--- config.mk ---
export PLATFORM = sky130hd
export DESIGN_NAME = red_pitaya_pwm_ramp
export DESIGN_NICKNAME = d
export VERILOG_FILES = /design/src/rtl/red_pitaya_pwm_ramp.sv
export SDC_FILE = /design/constraint.sdc
export NUM_CORES = 1
export LEC_CHECK = 0
export ABC_AREA = 1
export BUFFER_PORTS_ARGS = -buffer_cell sky130_fd_sc_hd__buf_4
export CAP_MARGIN = 20
export CORE_MARGIN = 2
export CORE_UTILIZATION = 30
export DETAILED_ROUTE_END_ITERATION = 8
export GPL_ROUTABILITY_DRIVEN = 0
export GPL_TIMING_DRIVEN = 0
export HOLD_SLACK_MARGIN = 0.05
export PLACE_DENSITY_LB_ADDON = 0.05
export SKIP_LAST_GASP = 1
export SYNTH_ARGS = -nofsm -noshare
export SYNTH_HDL_FRONTEND = slang
export SYNTH_SLANG_ARGS = --single-unit
--- constraint.sdc ---
create_clock -name clk -period 7.2 [get_ports clk]
set_input_delay 1.8 -clock clk [delete_from_list [all_inputs] [get_ports clk]]
set_output_delay 1.8 -clock clk [all_outputs]
set_load 0.03 [all_outputs]
--- src/rtl/red_pitaya_pwm_ramp.sv ---
// Slew-rate limiter between a setpoint register and the PWM signal input.
// Optional build macro PWM_RAMP_CLAMP_EN saturates writes to [LIM_LO, LIM_HI].
module red_pitaya_pwm_ramp #(
   parameter int                    DW     = 14,
   parameter int                    SW     = 13,
   parameter logic signed [DW-1:0]  LIM_LO = -14'sd8192,
   parameter logic signed [DW-1:0]  LIM_HI = 14'sd8191
)(
   input  logic                  clk,
   input  logic                  rstn,
   input  logic signed [DW-1:0]  target_i,
   input  logic                  target_we_i,
   input  logic [SW-1:0]         step_i,
   input  logic                  jump_i,
   input  logic                  sync_i,
   output logic signed [DW-1:0]  signal_o,
   output logic                  busy_o,
   output logic                  done_o
);

   localparam logic [1:0] IDLE   = 2'd0;
   localparam logic [1:0] RAMP   = 2'd1;
   localparam logic [1:0] SETTLE = 2'd2;

   logic        [1:0]     state;
   logic        [1:0]     state_next;
   logic signed [DW-1:0]  target_r;
   logic signed [DW-1:0]  tgt_in;
   logic signed [DW-1:0]  tgt_next;
   logic signed [DW-1:0]  sig_next;
   logic        [DW:0]    diff;
   logic        [DW:0]    abs_diff;
   logic        [DW:0]    step_ext;
   logic        [DW:0]    sig_ext;
   logic        [DW:0]    sig_step;

`ifdef PWM_RAMP_CLAMP_EN
   always_comb begin
      tgt_in = target_i;
      if (target_i < LIM_LO)
         tgt_in = LIM_LO;
      else if (target_i > LIM_HI)
         tgt_in = LIM_HI;
   end
`else
   assign tgt_in = target_i;
`endif

   // One extra bit keeps the full-scale difference (e.g. 8191 - -8192) exact.
   assign sig_ext  = {signal_o[DW-1], signal_o};
   assign diff     = {target_r[DW-1], target_r} - sig_ext;
   assign abs_diff = diff[DW] ? (~diff + 1'b1) : diff;
   assign step_ext = (DW+1)'(step_i);
   assign sig_step = diff[DW] ? (sig_ext - step_ext) : (sig_ext + step_ext);

   always_comb begin
      sig_next = signal_o;
      if (sync_i) begin
         if (jump_i || (abs_diff <= step_ext))
            sig_next = target_r;
         else
            sig_next = sig_step[DW-1:0];
      end
   end

   assign tgt_next = target_we_i ? tgt_in : target_r;

   // Decisions look at post-edge target/signal so busy rises right after a write.
   always_comb begin
      state_next = state;
      case (state)
         IDLE: begin
            if (tgt_next != sig_next)
               state_next = RAMP;
         end
         RAMP: begin
            if (sync_i && (sig_next == target_r))
               state_next = SETTLE;
            else if (tgt_next == sig_next)
               state_next = IDLE;
            else
               state_next = RAMP;
         end
         SETTLE: begin
            if (tgt_next != sig_next)
               state_next = RAMP;
            else
               state_next = IDLE;
         end
         default: state_next = IDLE;
      endcase
   end

   always_ff @(posedge clk) begin
      if (!rstn) begin
         target_r <= '0;
         signal_o <= '0;
         state    <= IDLE;
         busy_o   <= 1'b0;
         done_o   <= 1'b0;
      end else begin
         if (target_we_i)
            target_r <= tgt_in;
         signal_o <= sig_next;
         state    <= state_next;
         busy_o   <= (state_next == RAMP);
         done_o   <= (state_next == SETTLE);
      end
   end

endmodule

Word-level counts from Yosys, hierarchy flattened --
Index checks and enable logic that the tools add are counted.
Word-level totals: bits in registers 32, bits of input ports 32, output and inout port bits 16, word-level logic and storage cells 31
Operators by class: add/sub/neg operators 4, order comparisons 1, equality and inequality tests 7, mux-type cells 10, bitwise gates (word level) 1, reductions and logical operators 3
Operator list (count):
- 2-to-1 mux 14 bit | 4
- equality test 14 bit | 2
- adder 15 x 1 -> 15 bit, second input constant | 1
- <= comparator 15 x 13 -> 1 bit | 1
- 2-to-1 mux 15 bit | 1
- NOT 15 bit | 1
- subtractor 14 x 14 -> 15 bit | 1
- adder 14 bit | 1
- != test 14 bit | 1
- subtractor 14 bit | 1
- one-hot mux 2 bit (3 select lines) | 1
- equality test 2 x 1 -> 1 bit, second input constant | 2
- equality test 2 bit, second input constant | 2
- 2-to-1 mux 2 bit | 2
- zero test 2 bit | 1
- 2-to-1 mux 1 bit | 2
- logical AND 1 bit | 1
- logical OR 1 bit | 1

Longest topological paths before layout --
depth in word-level cells 13, gate-level depth with buffers 37, depth with buffers taken out 36

Least setup slack after synthesis --
OpenSTA, ideal clock, no wires.
path type input to register, start point input step_i[1], end point register busy_o, setup time 0.117 ns, data arrival time 4.498 ns, required time 7.083 ns, setup slack 2.585 ns, stages 27, buffers on the path 0, path through inv_1 ha_1 inv_1 o21ai_0 inv_1 ha_1 nand2_1 nor2_1 a211oi_1 o21ai_0 nand2_1 nand2_1 nand2_1 nand2_1 nand2_1 nand2_1 xor2_1 nand3_1 nand3_2 nand2_1 nand2_1 nand2_1 nand3_1 nor2_2 nand2_2 nand2_2 a21oi_1
On the way: word-level cells in the longest chain between the ends 9, elaborated cells between the ends (all ways) 17, those cells by class add/sub: 2; order compare: 1; eq/ne: 4; mux: 8; reduce/logical: 2
Ends and longest elaborated chain:
- from (decl) | RTL line 13 | input logic [SW-1:0] step_i,
- adder 14 bit, or another cell as far along | RTL line 54 | assign sig_step = diff[DW] ? (sig_ext - step_ext) : (sig_ext + step_ext);
- 2-to-1 mux 14 bit / logical OR 1 bit (equally long branches) | RTL line 54, 59
- 2-to-1 mux 14 bit * | RTL line 59 | if (jump_i || (abs_diff <= step_ext))
- 2-to-1 mux 14 bit * | RTL line 58 | if (sync_i) begin
- equality test 14 bit (on tied branches) | RTL line 79, 77
- 2-to-1 mux 1 bit / logical AND 1 bit (equally long branches) | RTL line 79, 77
- 2-to-1 mux 2 bit | RTL line 77 | if (sync_i && (sig_next == target_r))
- one-hot mux 2 bit (3 select lines) * | RTL line 71 | case (state)
- equality test 2 x 1 -> 1 bit * | RTL line 106 | busy_o <= (state_next == RAMP);
- to (signal assigned) | RTL line 106
- to (decl) | RTL line 17 | output logic busy_o,
Every way passes the cells marked *; elsewhere a longest branch is shown, timed or not. A chain may end at the register's enable or synchronous reset.

Worst setup path after layout --
start point register signal_o[4], end point register state[0]
On the way: word-level cells in the longest chain between the ends 12, elaborated cells between the ends (all ways) 20, those cells by class add/sub: 4; order compare: 1; eq/ne: 3; mux: 9; bitwise: 1; reduce/logical: 2
Ends and longest elaborated chain:
- from (decl) | RTL line 16 | output logic signed [DW-1:0] signal_o,
- from (signal assigned) | RTL line 104 | signal_o <= sig_next;
- subtractor 14 x 14 -> 15 bit | RTL line 51 | assign diff = {target_r[DW-1], target_r} - sig_ext;
- NOT 15 bit | RTL line 52 | assign abs_diff = diff[DW] ? (~diff + 1'b1) : diff;
- adder 15 x 1 -> 15 bit | RTL line 52
- 2-to-1 mux 15 bit | RTL line 52
- <= comparator 15 x 13 -> 1 bit | RTL line 59
- logical OR 1 bit | RTL line 59
- 2-to-1 mux 14 bit | RTL line 59
- 2-to-1 mux 14 bit * | RTL line 58
- equality test 14 bit (on tied branches) | RTL line 79, 77
- 2-to-1 mux 1 bit / logical AND 1 bit (equally long branches) | RTL line 79, 77
- 2-to-1 mux 2 bit | RTL line 77
- one-hot mux 2 bit (3 select lines) * | RTL line 71
- to (signal assigned) | RTL line 105 | state <= state_next;
- to (decl) | RTL line 25 | logic [1:0] state;
Marks and branches as above.

==> flow_summary.toml <==
[setup_path]
r2r_cells = 29
critPathArrivalTime_ps = 5790
cpMaxStageDelayCell = "fa_1"
crit_required_ps = 7370
critPathCaptureType = "register"
crit_top_cell = "nand2_1"
r2r-start = "signal_o[4]"
crit_path_max_incr_delay_ps = 480
rr_endpoint = "state[0]"
crit_fanout = 10
start_kind = "register"
worstSetupPathType = "register to register"
r2r_slack_ps = 1580

[power_and_ir_drop]
ir_drop_mv = 0.127
power.density_nw_per_um2 = 420
p_leak_nw = 2.87
power.total_mw = 2.17

[synthesis]
synth_edf_count = 0
ys_async_sr_fraction_pct = 0
synthCells = 755
yosysSeqAreaShare_pct = 14.4
postSynthAreaPerCell_um2 = 5.88
ys_seq_elements = 32
netlist_area_um2 = 4440
synth_top_area_share_pct = 18.5
synthTopCellsByArea = "nand2_1 (19%), dfxtp_1 (14%), ha_1 (12%), inv_1 (11%), nand3_1 (7.4%)"
syn-num-nets = 831
synth_flop_cell = "dfxtp_1"
synth_warnings = 0
synth_top_cell_by_area = "nand2_1"
synth_cell_types = 38

[clocking]
clk_pin_slew_ps = 50
postCtsHoldBufs = 0
cts_root_buffer = "clkbuf_16"
clk_latency_ps = 280
post_cts_buffers = 0
h-tree-depth = 2
cts_buffer_depth = 2
cts_made_buffers = 5
cts_tree = "yes"
cts_resized = 0
cts_num_sinks = 32

[sta]
maxSlewViolCount = 0
rsz0062_at_grt = "false"
fmax_mhz = 178
slew_headroom_pct = 61.2
worst_pin_slew_ps = 583
setup_viol = 0
hold_viol = 0
post-route-min-period_ps = 5620
whs_ps = 463
fin_setup_tns_ps = 0
fin_ws_ps = 1580
min_period_over_period_pct = 78.1
fin_skew_ps = 4.44

[die]
die_width_um = 126
dieArea_um2 = 15800
fp.coreArea_um2 = 14500
rows = 44
initial_utilization_pct = 30.7
ios = 48
chipHeight_um = 126

[placed_design]
dp_slack_ps = 1490
portBuffers = 45
dpl.hpwl_um = 11700

[min_path]
min_from = "state[0]"
hold_path.class = "register to register"
hold_end = "busy_o"
whs_path_depth = 1

[global_route]
antenna_found_initial = 0
overflow = 0
first_global_vias = 4289
grt_pass1_wl_um = 21300
track_usage_pct = 16.9
grt_max_degree = 11

[routing]
route.detailed.drc = 0
first_pass_iters = 5
detail-route-antenna-nets = 0
routed_wl_um = 13400
drt-vias-per-instance = 4.55
post_drt_wl_per_cell_um = 13.5
drtIter0Drc = 171
via_count = 4516

[flow_run]
cap_violations = 0

[layout]
nNetsFinal = 883
num_antenna_cells = 0
fill_cells = 1632
drive_above_1_share_pct = 13.1
final_common_cell = "nand2_1"
final_cell_mix = "nand2_1 (219), inv_1 (127), nor2_1 (78)"
area_growth_pct = 16.1

[run_status]
status = "finished clean"
==> registers in the layout, summed over array words and instances (netlist names) <==
| register | flops |
|---|---|
| signal_o | 14 |
| busy_o | 1 |
| target_r | 14 |
| done_o | 1 |
| state | 2 |
==> layout make-up <==
| type | instances | area, um2 | area share (%) |
|---|---|---|---|
| inverter | 132 | 495 | 9.60 |
| sequential | 32 | 641 | 12.4 |
| clock inverter | 2 | 10.0 | 0.194 |
| buffer | 13 | 75.1 | 1.46 |
| clock buffer | 6 | 139 | 2.69 |
| timing repair buffer | 45 | 338 | 6.55 |
| multi-input combinational | 578 | 3230 | 62.6 |
| tap | 184 | 230 | 4.46 |
==> worst max path at each step <==
stage | startpoint | endpoint | slack, ps | cells past startpoint
6_report | signal_o[4] | state[0] | 1580 | 29
4_1_cts | signal_o[4] | state[0] | 1460 | 29
2_1_floorplan | step_i[1] | busy_o | 2590 | 27
3_3_place_gp | target_r[0] | busy_o | 1540 | 27
3_5_place_dp | target_r[0] | state[0] | 1490 | 28
5_1_grt | signal_o[7] | busy_o | 1020 | 27
==> critical path, delay by kind of cell, from the launching register on <==
family / cells / cell delay [ps]
xor gates and xnor gates: 3 / 690
and+or+nand+nor: 14 / 1300
DFF: 1 / 440
adders and majority gates: 2 / 870
buffers and inverters: 3 / 600
AOI/OAI and AO/OA: 7 / 1620
==> metal layers <==
layer  share of wire [%]  GRT usage (%)
met1                  48           21.8
met3                 3.1           2.04
met2                  47           29.0
met5                   0              0
met4                 2.7           5.75
==> report_power, final <==
group / internal, mW / leakage (nW) / switching, mW / total [mW]
registers: 0.202 / 0.265 / 0.0292 / 0.231
clock network: 0.136 / 0.0766 / 0.0782 / 0.214
logic: 0.634 / 2.53 / 1.09 / 1.72
total: 0.972 / 2.87 / 1.20 / 2.17
==> through the flow <==
| stage | utilization [%] | std cells | instance area, um2 |
|---|---|---|---|
| 5_1_grt | 35.6 | 992 | 5160 |
| 3_5_place_dp | 34.6 | 984 | 5010 |
| 6_report | 35.6 | 992 | 5160 |
| 3_3_place_gp | 34.6 | 984 | 5010 |
| 4_1_cts | 35.6 | 992 | 5160 |
| 2_1_floorplan | - | 755 | 4440 |
==> logic make-up (layout without fill, tap and decap cells) <==
group | after synthesis | after routing | share of synthesized area [%]
AND/OR/NAND/NOR | 429 | 429 | 43.4
buffers and inverters | 145 | 198 | 12.8
AO/OA/AOI/OAI | 64 | 64 | 8.31
adder cells (fa/ha/maj) | 44 | 44 | 12.7
XOR/XNOR | 40 | 40 | 8.06
flip-flops | 32 | 32 | 14.4
multiplexers | 1 | 1 | 0.225
==> cells in the mapped netlist, types with 4 or more instances <==
library cell	instances
xnor2_1	13
a21oi_1	29
nor2_1	78
inv_1	127
nand4_1	10
dfxtp_1	32
nand2_1	219
nor3_1	9
nand3b_1	5
inv_2	4
o21ai_0	22
ha_1	42
xor2_1	26
nand3_2	12
nand3_1	66
nand2_2	19
clkbuf_1	8
nor2_2	4
No activity file was read; power rests on OpenSTA's default activity.
